**src/rtl/fpga_bpf_pkg.sv**
```systemverilog
// Shared widths, forwarder FSM state and beat helpers for the packet filter datapath.
package fpga_bpf_pkg;

    localparam int CODE_ADDR_WIDTH        = 10;
    localparam int CODE_DATA_WIDTH        = 64;
    localparam int PACKET_BYTE_ADDR_WIDTH = 12;
    localparam int PACKET_ADDR_WIDTH      = PACKET_BYTE_ADDR_WIDTH - 2;
    localparam int PACKET_DATA_WIDTH      = 32;
    localparam int FWD_DATA_WIDTH         = 64;
    localparam int FWD_KEEP_WIDTH         = FWD_DATA_WIDTH / 8;

    typedef enum logic [1:0] {
        FWD_IDLE,
        FWD_FETCH,
        FWD_DRAIN,
        FWD_DONE
    } fwd_state_e;

    // Number of 64-bit beats for a (pre-clamped) byte length: ceil(len/8).
    function automatic logic [PACKET_ADDR_WIDTH-1:0] fwd_beat_count(
        input logic [PACKET_BYTE_ADDR_WIDTH:0] len_bytes
    );
        return PACKET_ADDR_WIDTH'((len_bytes + (PACKET_BYTE_ADDR_WIDTH + 1)'(7)) >> 3);
    endfunction

    function automatic logic [FWD_KEEP_WIDTH-1:0] fwd_last_keep(input logic [2:0] rem);
        return (rem == 3'd0) ? '1 : FWD_KEEP_WIDTH'((9'd1 << rem) - 9'd1);
    endfunction

endpackage

```
**src/rtl/packet_forwarder_if.sv**
```systemverilog
// AXI4-Stream egress bundle driven by the packet forwarder.
interface packet_forwarder_if;
    import fpga_bpf_pkg::*;

    logic [FWD_DATA_WIDTH-1:0] tdata;
    logic [FWD_KEEP_WIDTH-1:0] tkeep;
    logic                      tlast;
    logic                      tvalid;
    logic                      tready;

    modport master (output tdata, output tkeep, output tlast, output tvalid, input tready);
    modport slave  (input tdata, input tkeep, input tlast, input tvalid, output tready);

endinterface

```
**src/rtl/fwd_skid_buffer.sv**
```systemverilog
// Two-entry valid/ready buffer between the read-data return and the egress stream.
module fwd_skid_buffer #(
    parameter int WIDTH = 73
) (
    input  logic             clk,
    input  logic             rst,
    input  logic             in_valid,
    input  logic [WIDTH-1:0] in_data,
    output logic [WIDTH-1:0] out_data,
    input  logic             out_ready,
    output logic             full,
    output logic             empty,
    output logic [1:0]       count
);

    logic [WIDTH-1:0] mem_q [2];
    logic             wr_ptr_q;
    logic             rd_ptr_q;
    logic [1:0]       count_q;
    logic             push;
    logic             pop;

    assign full     = (count_q == 2'd2);
    assign empty    = (count_q == 2'd0);
    assign count    = count_q;
    assign push     = in_valid && !full;
    assign pop      = !empty && out_ready;
    assign out_data = mem_q[rd_ptr_q];

    // NOTE: sequential state uses <= so every register samples pre-edge values;
    // the two storage entries are reset too, so the stream reads all-zero after reset.
    always_ff @(posedge clk) begin
        if (!rst) begin
            mem_q[0] <= '0;
            mem_q[1] <= '0;
            wr_ptr_q <= 1'b0;
            rd_ptr_q <= 1'b0;
            count_q  <= 2'd0;
        end else begin
            if (push) begin
                mem_q[wr_ptr_q] <= in_data;
                wr_ptr_q        <= ~wr_ptr_q;
            end
            if (pop) begin
                rd_ptr_q <= ~rd_ptr_q;
            end
            count_q <= count_q + 2'(push) - 2'(pop);
        end
    end

endmodule

```
**src/rtl/packet_forwarder.sv**
```systemverilog
// Reads an accepted packet out of packet memory as 64-bit beats and streams it on AXIS.
module packet_forwarder #(
    parameter int PACKET_BYTE_ADDR_WIDTH = fpga_bpf_pkg::PACKET_BYTE_ADDR_WIDTH,
    parameter int PACKET_ADDR_WIDTH      = PACKET_BYTE_ADDR_WIDTH - 2,
    parameter int DATA_WIDTH             = 64
) (
    input  logic                          clk,
    input  logic                          rst,
    input  logic                          ready_for_forwarder,
    input  logic [PACKET_BYTE_ADDR_WIDTH:0] fwd_len,
    output logic [PACKET_ADDR_WIDTH-1:0]  forwarder_rd_addr,
    output logic                          forwarder_rd_en,
    input  logic [DATA_WIDTH-1:0]         forwarder_rd_data,
    output logic                          forwarder_done,
    packet_forwarder_if.master            m_axis
);
    import fpga_bpf_pkg::*;

    localparam int LEN_W  = PACKET_BYTE_ADDR_WIDTH + 1;
    localparam int BEAT_W = PACKET_ADDR_WIDTH;
    localparam int KEEP_W = DATA_WIDTH / 8;
    localparam int SKID_W = DATA_WIDTH + KEEP_W + 1;
    localparam logic [LEN_W-1:0] MAX_LEN = {1'b1, {PACKET_BYTE_ADDR_WIDTH{1'b0}}};

    fwd_state_e state_q, state_d;

    logic [PACKET_ADDR_WIDTH-1:0] rd_addr_q;
    logic [BEAT_W-1:0]            beats_q;
    logic [BEAT_W-1:0]            issued_q;
    logic [KEEP_W-1:0]            last_keep_q;
    logic                         pend_q;
    logic                         pend_last_q;
    logic [KEEP_W-1:0]            pend_keep_q;

    logic [LEN_W-1:0]  len_clamped;
    logic [KEEP_W-1:0] keep_tail;
    logic [1:0]        occupancy;
    logic              pop;
    logic              issue;
    logic              issue_last;

    logic              skid_full;
    logic              skid_empty;
    logic [1:0]        skid_count;
    logic [SKID_W-1:0] skid_out;
    logic              skid_last;

    fwd_skid_buffer #(.WIDTH(SKID_W)) u_skid (
        .clk       (clk),
        .rst       (rst),
        .in_valid  (pend_q),
        .in_data   ({forwarder_rd_data, pend_keep_q, pend_last_q}),
        .out_data  (skid_out),
        .out_ready (m_axis.tready),
        .full      (skid_full),
        .empty     (skid_empty),
        .count     (skid_count)
    );

    assign skid_last     = skid_out[0];
    assign m_axis.tdata  = skid_out[SKID_W-1 -: DATA_WIDTH];
    assign m_axis.tkeep  = skid_out[KEEP_W:1];
    assign m_axis.tlast  = skid_last;
    assign m_axis.tvalid = !skid_empty;

    assign forwarder_rd_addr = rd_addr_q;
    assign forwarder_rd_en   = issue;
    assign forwarder_done    = (state_q == FWD_DONE);

    // NOTE: every signal written here gets a default first, so no path leaves one unassigned (no latch).
    always_comb begin
        state_d     = state_q;
        len_clamped = (fwd_len > MAX_LEN) ? MAX_LEN : fwd_len;
        keep_tail   = fwd_last_keep(len_clamped[2:0]);
        pop         = !skid_empty && m_axis.tready;
        // Occupancy after this cycle's pop, counting the read whose data lands next edge.
        occupancy   = skid_full ? (2'd2 - 2'(pop)) : (2'(pend_q) + skid_count - 2'(pop));
        issue       = (state_q == FWD_FETCH) && (occupancy < 2'd2);
        issue_last  = (issued_q == beats_q - BEAT_W'(1));

        unique case (state_q)
            FWD_IDLE: begin
                if (ready_for_forwarder) begin
                    state_d = (len_clamped == '0) ? FWD_DONE : FWD_FETCH;
                end
            end
            FWD_FETCH: begin
                if (issue && issue_last) state_d = FWD_DRAIN;
            end
            FWD_DRAIN: begin
                if (pop && skid_last) state_d = FWD_DONE;
            end
            FWD_DONE: state_d = FWD_IDLE;
            default:  state_d = FWD_IDLE;
        endcase
    end

    always_ff @(posedge clk) begin
        if (!rst) state_q <= FWD_IDLE;
        else      state_q <= state_d;
    end

    always_ff @(posedge clk) begin
        if (!rst) begin
            rd_addr_q   <= '0;
            beats_q     <= '0;
            issued_q    <= '0;
            last_keep_q <= '0;
            pend_q      <= 1'b0;
            pend_last_q <= 1'b0;
            pend_keep_q <= '0;
        end else begin
            pend_q <= issue;
            if (state_q == FWD_IDLE && ready_for_forwarder) begin
                rd_addr_q   <= '0;
                issued_q    <= '0;
                beats_q     <= fwd_beat_count(len_clamped);
                last_keep_q <= keep_tail;
            end
            if (issue) begin
                rd_addr_q   <= rd_addr_q + PACKET_ADDR_WIDTH'(2);
                issued_q    <= issued_q + BEAT_W'(1);
                pend_last_q <= issue_last;
                pend_keep_q <= issue_last ? last_keep_q : '1;
            end
        end
    end

endmodule

```
**src/flat_wrapper.sv**
```systemverilog
// flat-port wrapper written by rule: the top's interface ports become plain ports
module packet_forwarder_flat import fpga_bpf_pkg::*;
#(
    parameter int PACKET_BYTE_ADDR_WIDTH = fpga_bpf_pkg::PACKET_BYTE_ADDR_WIDTH,
    parameter int PACKET_ADDR_WIDTH      = PACKET_BYTE_ADDR_WIDTH - 2,
    parameter int DATA_WIDTH             = 64
)
  (clk, rst, ready_for_forwarder, fwd_len, forwarder_rd_addr, forwarder_rd_en, forwarder_rd_data, forwarder_done, m_axis_tdata, m_axis_tkeep, m_axis_tlast, m_axis_tvalid, m_axis_tready);
  packet_forwarder_if m_axis_i ();
  input  logic clk;
  input  logic rst;
  input  logic ready_for_forwarder;
  input  logic [PACKET_BYTE_ADDR_WIDTH:0] fwd_len;
  output logic [PACKET_ADDR_WIDTH-1:0] forwarder_rd_addr;
  output logic forwarder_rd_en;
  input  logic [DATA_WIDTH-1:0] forwarder_rd_data;
  output logic forwarder_done;
  output wire logic [$bits(m_axis_i.tdata)-1:0] m_axis_tdata;
  output wire logic [$bits(m_axis_i.tkeep)-1:0] m_axis_tkeep;
  output wire logic [$bits(m_axis_i.tlast)-1:0] m_axis_tlast;
  output wire logic [$bits(m_axis_i.tvalid)-1:0] m_axis_tvalid;
  input wire logic [$bits(m_axis_i.tready)-1:0] m_axis_tready;
  assign m_axis_tdata = m_axis_i.tdata;
  assign m_axis_tkeep = m_axis_i.tkeep;
  assign m_axis_tlast = m_axis_i.tlast;
  assign m_axis_tvalid = m_axis_i.tvalid;
  assign m_axis_i.tready = m_axis_tready;
  packet_forwarder #(.PACKET_BYTE_ADDR_WIDTH(PACKET_BYTE_ADDR_WIDTH), .PACKET_ADDR_WIDTH(PACKET_ADDR_WIDTH), .DATA_WIDTH(DATA_WIDTH)) u_core (.clk(clk), .rst(rst), .ready_for_forwarder(ready_for_forwarder), .fwd_len(fwd_len), .forwarder_rd_addr(forwarder_rd_addr), .forwarder_rd_en(forwarder_rd_en), .forwarder_rd_data(forwarder_rd_data), .forwarder_done(forwarder_done), .m_axis(m_axis_i));
endmodule
```
**config.mk**
```make
export PLATFORM = sky130hd
export DESIGN_NAME = packet_forwarder_flat
export DESIGN_NICKNAME = d
export VERILOG_FILES = /design/src/rtl/fpga_bpf_pkg.sv /design/src/rtl/packet_forwarder_if.sv /design/src/rtl/fwd_skid_buffer.sv /design/src/rtl/packet_forwarder.sv /design/src/flat_wrapper.sv
export SDC_FILE = /design/constraint.sdc
export NUM_CORES = 1
export LEC_CHECK = 0
export CELL_PAD_IN_SITES_DETAIL_PLACEMENT = 1
export CELL_PAD_IN_SITES_GLOBAL_PLACEMENT = 1
export CORE_AREA = 5 5 154 156
export DETAILED_ROUTE_END_ITERATION = 16
export DIE_AREA = 0 0 159 161
export HOLD_SLACK_MARGIN = 0.05
export PLACE_DENSITY_LB_ADDON = 0.1
export SYNTH_ARGS = -nofsm -noshare
export SYNTH_HDL_FRONTEND = slang
export SYNTH_SLANG_ARGS = --single-unit
```
**constraint.sdc**
```tcl
create_clock -name clk -period 9.9 [get_ports clk]
set_input_delay 2.97 -clock clk [delete_from_list [all_inputs] [get_ports clk]]
set_output_delay 2.97 -clock clk [all_outputs]
set_load 0.02 [all_outputs]
```
==> summary.txt <==
Floorplan
  • Ports: 167
  • Die Y: 161 µm
  • Site row count: 55
  • Core ar.: 22200 µm²
  • Starting Density: 41.2%
  • Die area: 25600 µm²
  • Die W: 159 µm

CTS
  • Hold-fix buffers at CTS: 0
  • H-tree level count: 4
  • Clk pin slew, worst setup/hold paths: 70 ps
  • Post-CTS Resized: 0
  • CTS max path bufs: 2
  • Clock Sinks: 200
  • Clk Latency, worst-skew pair: 430 ps
  • CTS root buf: clkbuf_16
  • CTS buffer count: 17
  • CTS tree: yes
  • Post-CTS Setup Repair Bufs: 0

Synth
  • Warnings, synthesis: 0
  • Most common cell in the netlist: and2_1
  • Sequential element share of the synthesized area: 59.6%
  • Post-synth EDFFs: 146
  • Cell count after synthesis: 744
  • Netlist cell types: 60
  • Yosys reg bits: 200
  • Syn Std Cell Area: 9170 µm²
  • Area contributors post-synth: edfxtp_1 (48%), dfxtp_1 (12%), and2_1 (10%)
  • Share of the synthesized area in the top cell type: 47.8%
  • Area leader, netlist: edfxtp_1
  • Ys async rst share: 0%
  • Avg Inst Size Synth: 12.3 µm²
  • Predominant post-synthesis flop cell: edfxtp_1
  • Commonest cells post-synth: and2_1 (148), edfxtp_1 (146), mux2_2 (74)
  • Net count after synthesis: 838

Critical path
  • CP max-delay cell: clkdlybuf4s50_1
  • Crit path kind: primary input to output port
  • CP peak stage delay: 600 ps
  • R2R Setup Slk: 6400 ps
  • CP Launch Type: primary input
  • Arrival @ worst endpoint: 5550 ps
  • Worst path required time: 6930 ps
  • CP Cell Sequence: clkdlybuf4s50_1 -> nand2_1 -> inv_1 -> ha_1 -> nor2b_1 -> nor4b_1 -> nor3_2 -> buf_4 -> inv_2 -> clkdlybuf4s50_1
  • Crit path capture type: output port
  • Crit Path Max Fanout: 19
  • Most used cell along the critical path: clkdlybuf4s50_1

Timing
  • Slew HR: 30.1%
  • Worst-Margin Slew: 1050 ps
  • # setup viols final: 0
  • Total negative setup slack: 0 ps
  • Crit path time final: 8520 ps
  • RSZ-0062 raised after global routing: false
  • Setup Skew: 15.2 ps
  • Endpoints failing hold: 0
  • Fmax achieved: 117 MHz
  • Final Cycle Share: 86.1%
  • Pins Over Slew Limit: 0

Cells and area
  • Total Nets Final: 989
  • Share of layout cells above drive strength 1: 14.5%
  • Antenna Cells: 0
  • Final core utilization: 52.5%
  • Layout Area Growth over Synthesis: 27.4%

Pwr
  • Leakage: 4.34 nW
  • VDD IR max: 0.000158 V
  • PD cells: 246 nW/µm²

Run
  • Max_cap viols: 0

Placement
  • Port bufs: 165
  • Post-DP HPWL: 15000 µm
  • GPL Wtd Cong: 0.798

GRT
  • Total gr overflow: 0
  • Gr usage total: 17.3%
  • First-pass GRT wire length: 35900 µm
  • Largest net degree at the start of global routing: 74
  • Initial antenna violation count: 0
  • Vias in the first global route: 6850

Drt
  • Via density: 5.19
  • DR iter-0 viols: 278
  • # DRC: 0
  • Routed WL: 22200 µm
  • Routed vias: 6193
  • Pre-antenna DRT Iters: 4
  • Final ANT Viol Nets: 0
  • Wire length per cell: 18.6 µm

Outcome
  • Status: finished, final reports clean

Min path
  • Worst Hold Class: register to register
==> worst paths after layout <==
path / start / to / cells after the start
max reg2reg: u_core.u_skid.count[1] / u_core.issued_q[2] / 13
max: m_axis_tready / forwarder_rd_en / 10
min: u_core.last_keep_q[4] / u_core.last_keep_q[4] / 2
min reg2reg: u_core.last_keep_q[4] / u_core.last_keep_q[4] / 2
==> final cells by class <==
type,instances,area (µm²)
clock buffers,17,425
well taps,285,357
flip-flops and latches,200,5470
inverters,14,52.6
fillers,2307,10500
multi-input cells,489,3510
repair buffers,173,1710
clock inverters,15,150
==> registers in the layout, indices dropped and copies added, names as in the netlist, named ones only <==
register / flops
u_core.beats_q: 10
u_core.forwarder_rd_addr: 9
u_core.issued_q: 10
u_core.last_keep_q: 8
u_core.pend_keep_q: 8
u_core.pend_last_q: 1
u_core.pend_q: 1
u_core.state_q: 2
u_core.u_skid.count: 2
u_core.u_skid.mem_q: 146
u_core.u_skid.rd_ptr_q: 1
u_core.u_skid.wr_ptr_q: 1
==> critical path: cells and delay by family <==
kind,cells,cell delay [ps]
buf+inv,5,1410
fa+ha+maj,1,340
simple gates,4,830
==> placed cells by master, fill, tap and decap left out, drive strengths merged, types with 7 or more instances in the layout <==
| master | n |
|---|---|
| buf | 8 |
| nand2 | 21 |
| a21oi | 30 |
| edfxtp | 146 |
| nor3 | 10 |
| nand3 | 13 |
| nand3b | 7 |
| and2 | 150 |
| xor2 | 16 |
| nor2 | 44 |
| mux2 | 74 |
| o221a | 8 |
| inv | 23 |
| o21ai | 24 |
| clkdlybuf4s50 | 165 |
| ha | 13 |
| dfxtp | 54 |
| and3 | 8 |
| clkbuf | 17 |
| xnor2 | 10 |
==> metrics by stage <==
step	setup slack (ps)	instances	power [mW]	area, µm²	hold WS [ps]
3_5_place_dp	1520	1161	2.23	11100	457
4_1_cts	1340	1193	2.92	11700	468
3_3_place_gp	1580	1161	2.20	11100	451
2_1_floorplan	889	744	1.79	9170	436
6_report	1380	1193	2.87	11700	466
5_1_grt	1240	1193	3.02	11700	481
==> routing by layer <==
| layer | share of wire (%) | GRT usage (%) |
|---|---|---|
| met1 | 41 | 20.0 |
| met2 | 55 | 33.0 |
| met3 | 3.4 | 3.27 |
| met4 | 0.99 | 3.88 |
| met5 | 0 | 0 |
==> report_power, final <==
part / total, mW / internal [mW] / switching, mW
combinational: 1.02 / 0.489 / 0.530
clock: 0.675 / 0.337 / 0.337
sequential: 1.18 / 1.08 / 0.104
total: 2.87 / 1.90 / 0.971
==> logic make-up (layout without fill, tap and decap cells) <==
| kind of cell | count (synthesis) | after routing | share of synthesized area, % |
|---|---|---|---|
| and+or+nand+nor | 284 | 284 | 17.8 |
| DFF | 200 | 200 | 59.6 |
| AOI/OAI and AO/OA | 88 | 88 | 6.39 |
| muxes | 77 | 77 | 9.42 |
| buffers and inverters | 55 | 219 | 2.46 |
| xor gates and xnor gates | 26 | 26 | 2.48 |
| adders and majority gates | 13 | 13 | 1.77 |
| other | 1 | 1 | 0.0409 |
Power figures use the tool's default switching activity.
